### src/rtl/apb_rd_resp_fifo.sv
// rtl/apb_rd_resp_fifo.sv - first-word-fall-through buffer for the APB read-response stream
//
// Purpose:
//   Captures every read word returned by the APB top (rd_valid_i/rd_data_i)
//   into a DEPTH-entry FWFT FIFO and presents the head entry to a downstream
//   sink through a valid/ready handshake. The APB side cannot be stalled, so
//   a word that arrives while the FIFO is full (and nothing is popped in that
//   cycle) is discarded. Discarded words set a sticky overflow flag and bump
//   a saturating drop counter.
//
// Optional feature (macro RD_RESP_SUM_EN):
//   Adds sum_o, a running modulo-2^DW sum of every accepted word. Dropped
//   words are excluded. The sum is cleared by reset and by clr_i.
//
// Ports:
//   clk          in   system clock, rising edge
//   reset        in   asynchronous active-high reset
//   rd_valid_i   in   one-cycle pulse, read word present
//   rd_data_i    in   read word, sampled only when rd_valid_i=1
//   out_valid_o  out  head entry available
//   out_data_o   out  head entry, 0 when out_valid_o=0
//   out_ready_i  in   sink accepts the head entry this cycle
//   level_o      out  occupancy, 0..DEPTH
//   full_o       out  level_o == DEPTH
//   empty_o      out  level_o == 0
//   overflow_o   out  sticky, at least one word dropped since reset/clear
//   drop_cnt_o   out  saturating count of dropped words
//   clr_i        in   synchronous clear of overflow_o and drop_cnt_o
//   sum_o        out  running sum of accepted words (RD_RESP_SUM_EN only)

module apb_rd_resp_fifo #(
  parameter int DEPTH = 8,
  parameter int DW    = 32,
  parameter int CW    = 16
) (
  input  logic                     clk,
  input  logic                     reset,
  input  logic                     rd_valid_i,
  input  logic [DW-1:0]            rd_data_i,
  output logic                     out_valid_o,
  output logic [DW-1:0]            out_data_o,
  input  logic                     out_ready_i,
  output logic [$clog2(DEPTH):0]   level_o,
  output logic                     full_o,
  output logic                     empty_o,
  output logic                     overflow_o,
  output logic [CW-1:0]            drop_cnt_o,
`ifdef RD_RESP_SUM_EN
  output logic [DW-1:0]            sum_o,
`endif
  input  logic                     clr_i
);

  localparam int AW = $clog2(DEPTH);
  localparam int LW = AW + 1;
  localparam logic [LW-1:0] FULL_LVL = LW'(DEPTH);
  localparam logic [CW-1:0] CNT_MAX  = '1;

  logic [DW-1:0] mem [DEPTH];

  logic [AW-1:0] rd_ptr_q, rd_ptr_d;
  logic [AW-1:0] wr_ptr_q, wr_ptr_d;
  logic [LW-1:0] level_q, level_d;
  logic [CW-1:0] drop_cnt_q, drop_cnt_d;
  logic          overflow_q, overflow_d;

  logic pop;
  logic push;
  logic drop;

  always_comb begin
    // A pop in the same cycle frees the slot, so a full FIFO still accepts.
    pop  = (level_q != '0) && out_ready_i;
    push = rd_valid_i && ((level_q != FULL_LVL) || pop);
    drop = rd_valid_i && (level_q == FULL_LVL) && !pop;

    rd_ptr_d   = rd_ptr_q;
    wr_ptr_d   = wr_ptr_q;
    level_d    = level_q;
    drop_cnt_d = drop_cnt_q;
    overflow_d = overflow_q;

    // Pointer width equals log2(DEPTH), so the increment wraps by itself.
    if (pop)  rd_ptr_d = rd_ptr_q + 1'b1;
    if (push) wr_ptr_d = wr_ptr_q + 1'b1;

    if (push && !pop)      level_d = level_q + 1'b1;
    else if (pop && !push) level_d = level_q - 1'b1;

    // A drop coinciding with a clear is counted as the first drop after it.
    if (drop) begin
      overflow_d = 1'b1;
      if (clr_i)                      drop_cnt_d = CW'(1);
      else if (drop_cnt_q != CNT_MAX) drop_cnt_d = drop_cnt_q + 1'b1;
    end else if (clr_i) begin
      overflow_d = 1'b0;
      drop_cnt_d = '0;
    end
  end

  always_ff @(posedge clk or posedge reset) begin
    if (reset) begin
      rd_ptr_q   <= '0;
      wr_ptr_q   <= '0;
      level_q    <= '0;
      drop_cnt_q <= '0;
      overflow_q <= 1'b0;
    end else begin
      rd_ptr_q   <= rd_ptr_d;
      wr_ptr_q   <= wr_ptr_d;
      level_q    <= level_d;
      drop_cnt_q <= drop_cnt_d;
      overflow_q <= overflow_d;
    end
  end

  // Storage is left unreset; the level counter alone decides validity.
  always_ff @(posedge clk) begin
    if (push) mem[wr_ptr_q] <= rd_data_i;
  end

`ifdef RD_RESP_SUM_EN
  logic [DW-1:0] sum_q, sum_d;

  always_comb begin
    sum_d = sum_q;
    // Mirrors the drop counter: a word accepted alongside a clear starts the
    // new sum rather than being lost.
    if (clr_i) sum_d = push ? rd_data_i : '0;
    else if (push) sum_d = sum_q + rd_data_i;
  end

  always_ff @(posedge clk or posedge reset) begin
    if (reset) sum_q <= '0;
    else       sum_q <= sum_d;
  end

  assign sum_o = sum_q;
`endif

  assign out_valid_o = (level_q != '0);
  assign out_data_o  = out_valid_o ? mem[rd_ptr_q] : '0;
  assign level_o     = level_q;
  assign full_o      = (level_q == FULL_LVL);
  assign empty_o     = (level_q == '0);
  assign overflow_o  = overflow_q;
  assign drop_cnt_o  = drop_cnt_q;

endmodule

### config.mk
export PLATFORM = sky130hd
export DESIGN_NAME = apb_rd_resp_fifo
export DESIGN_NICKNAME = d
export VERILOG_FILES = /design/src/rtl/apb_rd_resp_fifo.sv
export SDC_FILE = /design/constraint.sdc
export NUM_CORES = 1
export LEC_CHECK = 0
export CAP_MARGIN = 20
export CORE_MARGIN = 4
export CORE_UTILIZATION = 62
export CTS_BUF_LIST = sky130_fd_sc_hd__clkbuf_16
export DETAILED_ROUTE_END_ITERATION = 12
export PLACE_DENSITY = 0.81
export SYNTH_ARGS = -nofsm -noshare
export SYNTH_HDL_FRONTEND = slang
export SYNTH_SLANG_ARGS = --single-unit
### constraint.sdc
create_clock -name clk -period 7 [get_ports clk]
set_input_delay 1.05 -clock clk [delete_from_list [all_inputs] [get_ports clk]]
set_output_delay 1.05 -clock clk [all_outputs]
set_load 0.02 [all_outputs]
# Word-level counts from Yosys, hierarchy flattened
# Memory sizes are Yosys's and may differ from the RTL's.
# Index checks and enable logic that the tools add are counted.
word_totals:
  input_bits: 37
  out_inout_bits: 56
  regBits: 27
  word_cells: 40
  mem_count: 1
  ram_bits: 256
mem_list:
  columns: ["name", "depth", "width", "read_ports", "rd_clocked_by_memory_dff", "write_ports", "line", "rtl"]
  rows:
  - ["mem", 8, 32, 1, 0, 1, "59", "logic [DW-1:0] mem [DEPTH];"]
classes:
  mux: 11
  n_reduce_logical: 15
  eq_ne: 3
  addsub: 5
ops:
  columns: ["cell", "count"]
  rows:
  - ["$mux 16", 4]
  - ["$mux 32", 1]
  - ["$add 16x1->16 const B", 1]
  - ["$ne 16x16->1 const B", 1]
  - ["$mux 4", 2]
  - ["$add 3x1->3 const B", 2]
  - ["$logic_and 1x1->1", 6]
  - ["$reduce_bool 2->1", 3]
  - ["$add 4x1->4 const B", 1]
  - ["$eq 4x4->1 const B", 1]
  - ["$logic_not 4->1", 1]
  - ["$mux 1", 4]
  - ["$ne 4x4->1 const B", 1]
  - ["$reduce_bool 4->1", 1]
  - ["$sub 4x1->4 const B", 1]
  - ["$logic_not 1->1", 2]
  - ["$reduce_and 2->1", 1]
  - ["$logic_or 1x1->1", 1]

# Depth between registers and ports, before layout
# Gate-level depths: netlist (run 1).
depth:
  depth_word: 8
  ltp_mapped: 12
  ltp_nobuf: 12

# Least setup slack after synthesis (run 1)
# Ideal clock, no wire load.
synth_timing:
  kind: "input to register"
  from: "input port out_ready_i"
  to: "memory mem[0][0] (enable)"
  stages: 2
  slack_ps: 2197
  t_arrival_ps: 4302
  setup_time_ps: 501
  n_path_buf: 0
  t_required_ps: 6499
  path_cell_list: "o21ai_1 > nor4_1"
synth_via:
  elab_chain_len: 5
synth_rtl:
  columns: ["item", "line", "rtl"]
  rows:
  - ["from (decl)", "42", "input logic out_ready_i,"]
  - ["$logic_and 1x1->1", "73", "pop = (level_q != '0) && out_ready_i;"]
  - ["$logic_or 1x1->1", "74", "push = rd_valid_i && ((level_q != FULL_LVL) || pop);"]
  - ["$logic_and 1x1->1", "74", null]
  - ["$mux 1", "119", "if (push) mem[wr_ptr_q] <= rd_data_i;"]
  - ["$mux 1 (not written as such)", "119", null]
  - ["to (decl)", "59", null]
# Every way passes these cells.

# Worst setup path in the final report (run 1)
layout_timing:
  from: "register rd_ptr_q[0]"
  to: "output port out_data_o[0]"
layout_via:
  elab_chain_len: 2
layout_rtl:
  columns: ["item", "line", "rtl"]
  rows:
  - ["from (decl)", "61", "logic [AW-1:0] rd_ptr_q, rd_ptr_d;"]
  - ["from (signal assigned)", "109", "rd_ptr_q <= rd_ptr_d;"]
  - ["$mem_v2 8x32", null, null]
  - ["$mux 32", "142", "assign out_data_o = out_valid_o ? mem[rd_ptr_q] : '0;"]
  - ["to (decl)", "41", "output logic [DW-1:0] out_data_o,"]
# Every way passes these cells.

==> impl_metrics.ini, run 1 <==
[synth]
syn_nets = 601
synth-edff-count = 256
yosysWarnings = 0
synth_seq_cells = 283
syn_area_per_cell_um2 = 20.0
synth_area_leaders = edfxtp_1, mux4_2, dfrtp_1, mux2i_1, nor2_1
synthTopCellsByCount = edfxtp_1, mux4_2, nor2_1, mux2i_1, dfrtp_1
synth_most_common_cell = edfxtp_1
synth_top_area_share_pct = 69.0
yosysTopAreaCell = edfxtp_1
yosysSeqAreaShare_pct = 75.0
postSynthCellCount = 557
netlist_area_mm2 = 0.0111
ys.flop_type = edfxtp_1
ys_types = 43
async_flop_share_pct = 9.54

[clock_tree]
clkTransAtPathRegs_ns = 0.06
cts.sinks = 283
clkLatencyLatePin_ns = 0.55
cts_root_buf = clkbuf_16
post_cts_buffers = 0
cts_resized = 0
clockBufferDepth = 3
cts_tree = built
htreeDepth = 1
cts_buffers = 28
cts.hold.buffers_added = 0

[flow_run]
drv_cap = 0

[timing]
fmax_ghz = 0.216
setup_viol = 0
rsz0062_at_grt = false
final_max_slew_viol_count = 0
worst_slack_ns = 2.36
tightestPinTransition_ns = 1.11
fin_crit_ns = 4.64
min_period_over_period_pct = 66.3
fin_skew_ns = 0.0134
hold_viol_final = 0
slew_headroom_pct = 25.3
tns_ns = 0
timing.hold.ws_ns = 0.527

[final_layout]
multi_input_area_mm2 = 0.00271
drive_gt1_share_pct = 20.7
syn2layout_area_growth_pct = 20.1
diodes = 0
fill_cells = 913
fin_util_pct = 76.6
nets = 716
fin_area_mm2 = 0.0134
stdcell_count = 916
regArea_mm2 = 0.00837

[floorplan]
fp.dieArea_mm2 = 0.0202
die_w_um = 142
pin_count = 93
coreArea_mm2 = 0.0175
start_util_pct = 63.8
fp-row-count = 48
die_y_um = 142

[routing]
via_count = 5642
wl_met3_um = 1310
met1_length_um = 8790
firstDrtPassIters = 5
drt-total-wl_um = 22600
ant_nets = 0
routed.top_layer = met4
drcViolationCount = 0
route.met2.wl_um = 12000
wl_per_cell_um = 24.7
drtIter0Drc = 375
viasPerCell = 6.16

[placed_design]
gp_congestion = 0.775
hpwl_um = 12800
dp_slack_ns = 2.90
io_buffer_count = 92
placedInstanceArea_mm2 = 0.0124
dp_cells = 866

[power]
p_per_area_mw_per_mm2 = 424
ir_drop_mv = 0.295
report.power.total_mw = 5.67
p_leak_nw = 4.52

[global_route]
grt_util_all_layers_pct = 23.2
grt_pass1_wl_um = 35500
grt.overflow.total = 0
grt_pass1_vias = 5978
antenna_found_initial = 0
grt_max_degree = 41

[worst_setup_path]
endpoint_kind = output pin
path_cells = buf_4 > mux4_2 > mux2i_1 > nor2_1 > clkdlybuf4s50_1
critPathMaxFanout = 40
cp_top_family = buffers and inverters
slowest_delay_ns = 0.94
cp_data_arrival_time_ns = 3.59
cp_slowest_cell = dfrtp_4
path_buf_inv = 2
critPathRequiredTime_ns = 5.95
start_kind = register
path_class = register to output pin

[run_status]
status = completed

[min_path]
hp-class = register to register
final cells by class:
class,instances,share of cell area [%]
clock buffers,28,5.23
inverters,6,0.178
multi-input cells,245,20.3
clock inverters,21,1.77
flip-flops and latches,283,62.5
repair buffers,108,7.93
well taps,225,2.10
final timing paths:
check                                     end  slack (ns)  cells past startpoint         from
worst max-delay path            out_data_o[0]        2.36                      5  rd_ptr_q[0]
max in group asynchronous         rd_ptr_q[0]        5.82                      3        reset
min in group asynchronous       drop_cnt_o[4]        0.76                      2        reset
worst min register to register     level_o[3]        0.53                      1   level_o[3]
worst min-delay path               level_o[3]        0.53                      1   level_o[3]
worst max register to register     level_o[3]        3.84                     12   level_o[0]
layer usage:
layer  GRT usage, %  up-vias
li1               -     2481
met4           6.11        0
met2           39.9      212
met5              0        -
met3           3.83       40
met1           31.6     2909
report_power, final:
group          internal [mW]  switching [mW]  leakage (nW)
Sequential              2.11           0.210          2.68
Combinational          0.918           0.930          1.37
Clock                  0.909           0.600         0.474
Total                   3.93            1.74          4.52
sequential cells by signal (all words and copies together) (netlist names):
name and cells:
overflow_o 1, level_o 4, wr_ptr_q 3, mem 256
drop_cnt_o 16, rd_ptr_q 3
cell usage in the layout (no fill, tap or decap), drive strengths merged, types with 3 or more instances in the layout:
| master | n |
|---|---|
| nor2 | 44 |
| and4 | 4 |
| inv | 10 |
| nand3 | 4 |
| a211oi | 4 |
| and2 | 3 |
| and3 | 4 |
| edfxtp | 256 |
| bufinv | 5 |
| ha | 6 |
| nand2b | 3 |
| o21ai | 4 |
| nor3 | 15 |
| clkbuf | 28 |
| mux4 | 64 |
| xnor2 | 10 |
| a21oi | 13 |
| clkinv | 10 |
| mux2i | 32 |
| nand2 | 17 |
| dfrtp | 27 |
| buf | 16 |
| clkdlybuf4s50 | 92 |
cells by family (layout without fill, tap and decap cells):
kind of cell	count (synthesis)	count (layout)	synth area share, %
flops	283	283	75.0
simple gates	103	103	4.67
mux	98	98	16.0
buf+inv	29	163	1.08
xor+xnor	11	11	0.864
fa+ha+maj	7	7	0.853
compound gates	26	26	1.52
(Power assumes the default switching activity.)
==> run 2, diff against run 1 <==
--- a/config.mk
+++ b/config.mk
@@ -7,10 +7,10 @@
 export LEC_CHECK = 0
 export CAP_MARGIN = 20
 export CORE_MARGIN = 4
-export CORE_UTILIZATION = 62
+export CORE_UTILIZATION = 52
 export CTS_BUF_LIST = sky130_fd_sc_hd__clkbuf_16
 export DETAILED_ROUTE_END_ITERATION = 12
-export PLACE_DENSITY = 0.81
+export PLACE_DENSITY = 0.73
 export SYNTH_ARGS = -nofsm -noshare
 export SYNTH_HDL_FRONTEND = slang
 export SYNTH_SLANG_ARGS = --single-unit
==> constraint.sdc (replaced) <==
create_clock -name clk -period 4.1 [get_ports clk]
set_input_delay 0.615 -clock clk [delete_from_list [all_inputs] [get_ports clk]]
set_output_delay 0.615 -clock clk [all_outputs]
set_load 0.02 [all_outputs]
==> run 2 against run 1 <==
Non-clock buffer count rose by 5. Utilization fell by 13 points. Sequential power rose by 71%. Clock skew rose by 0.0013 ns. Critical endpoint is now out_data_o[11]. Register-to-register slack got worse by 2.9 ns. Cell area rose by 0.23%.
==> impl_metrics.ini, run 2 (synthesized netlist as in run 1, its figures left out) <==
[clock_tree]
cts_root_buf = clkbuf_16
post_cts_buffers = 0
cts.hold.buffers_added = 0
cts.sinks = 283
cts_buffers = 29
clkTransAtPathRegs_ns = 0.06
cts_resized = 0
clkLatencyLatePin_ns = 0.54
htreeDepth = 1
cts_tree = built
clockBufferDepth = 3

[final_layout]
fin_area_mm2 = 0.0134
fill_cells = 1438
diodes = 0
syn2layout_area_growth_pct = 20.4
layout_common_cells = edfxtp_1, clkdlybuf4s50_1, mux4_2
largest_reg_flops = 256
mostFrequentLayoutCell = edfxtp_1
nets = 722
regArea_mm2 = 0.00837
drive_gt1_share_pct = 20.6
top_register = mem
multi_input_area_mm2 = 0.00272

[timing]
slew_headroom_pct = 42.7
setup_viol = 0
tns_ns = 0
rsz0062_at_grt = false
hold_viol_final = 0
min_period_over_period_pct = 90.3
timing.hold.ws_ns = 0.317
fin_crit_ns = 3.70
final_max_slew_viol_count = 0
fin_skew_ns = 0.0147
fmax_ghz = 0.270
tightestPinTransition_ns = 0.859

[floorplan]
fp-row-count = 53
die_y_um = 154
fp.dieArea_mm2 = 0.0238
coreArea_mm2 = 0.0211
die_w_um = 154
pin_count = 93
start_util_pct = 52.9

[worst_setup_path]
endpoint_kind = output pin
r2r_slack_ns = 0.96
path_cells = buf_4 > mux4_2 > mux2i_1 > nor2_1 > clkdlybuf4s50_1
start_kind = register
path_class = register to output pin
critPathRequiredTime_ns = 3.48
critPathMaxFanout = 30
reg2reg_depth = 12
cp_data_arrival_time_ns = 3.09
cp_slowest_cell = dfrtp_4
slowest_delay_ns = 0.80

[routing]
via_count = 5670
firstDrtPassIters = 5
drcViolationCount = 0
wl_per_cell_um = 22.5
drt-total-wl_um = 21900
ant_nets = 0
drtIter0Drc = 416
viasPerCell = 5.82

[min_path]
hp-class = input pin to async pin

[placed_design]
placedInstanceArea_mm2 = 0.0126
io_buffer_count = 92
gp_congestion = 0.785
hpwl_um = 12800

[global_route]
grt_pass1_vias = 5919
antenna_found_initial = 0
grt.overflow.total = 0
grt_pass1_wl_um = 34400
grt_max_degree = 33
grt_util_all_layers_pct = 18.7

[power]
p_leak_nw = 4.52
ir_drop_mv = 0.483
p_per_area_mw_per_mm2 = 706

[run_status]
status = completed

[flow_run]
drv_cap = 0
run 2: cell types whose count changed in the layout (fill, tap and decap cells not counted):
cell	delta
buf_12	+2
clkinvlp_4	-1
inv_8	+1
clkinv_1	+5
inv_1	+3
clkinv_8	-1
buf_4	+3
nor4_2	-1
clkinv_2	+1
nor4_4	+1
clkbuf_16	+1
bufinv_16	-5
run 2: worst paths after layout:
kind | start | to
setup / recovery | rd_ptr_q[0] | out_data_o[11]
hold / removal | reset | level_o[3]
setup reg to reg | level_o[0] | level_o[3]
hold reg to reg | level_o[3] | level_o[3]
max in group asynchronous | reset | rd_ptr_q[0]
min in group clk | level_o[3] | level_o[3]
run 2: layer usage:
metal,GRT usage [%],vias up,wire length [um]
met3,3.11,35,1070
li1,-,2497,-
met5,0,-,0
met1,25.7,2981,9270
met2,31.8,157,11100
met4,4.33,0,459
run 2: stage by stage:
stage	power, mW	cells	util, %	setup WS, ns
finish	9.47	975	63.6	0.397
global route	9.93	975	63.6	0.185
CTS	9.59	974	63.5	0.309
detailed placement	7.27	921	59.5	0.704
global placement	7.20	921	59.5	0.793
floorplan	5.92	557	-	0.289
run 2: final cells by class:
type                       count  share of cell area, %
clock buffer                  29                   5.41
timing repair buffer         113                   8.37
tap                          275                   2.56
sequential                   283                   62.4
clock inverter                24                  0.811
inverter                       6                  0.177
multi-input combinational    245                   20.3
run 2: power breakdown:
group / total [mW] / internal (mW) / switching [mW]
clock: 2.31 / 1.28 / 1.03
combinational: 3.21 / 1.62 / 1.58
sequential: 3.96 / 3.60 / 0.361
total: 9.47 / 6.50 / 2.97
run 2: worst max-delay path, delay by kind of cell, from the launching register on:
kind          cells  cell delay, ns
buf+inv           2            0.93
flops             1            0.80
mux               2            0.74
simple gates      1            0.07
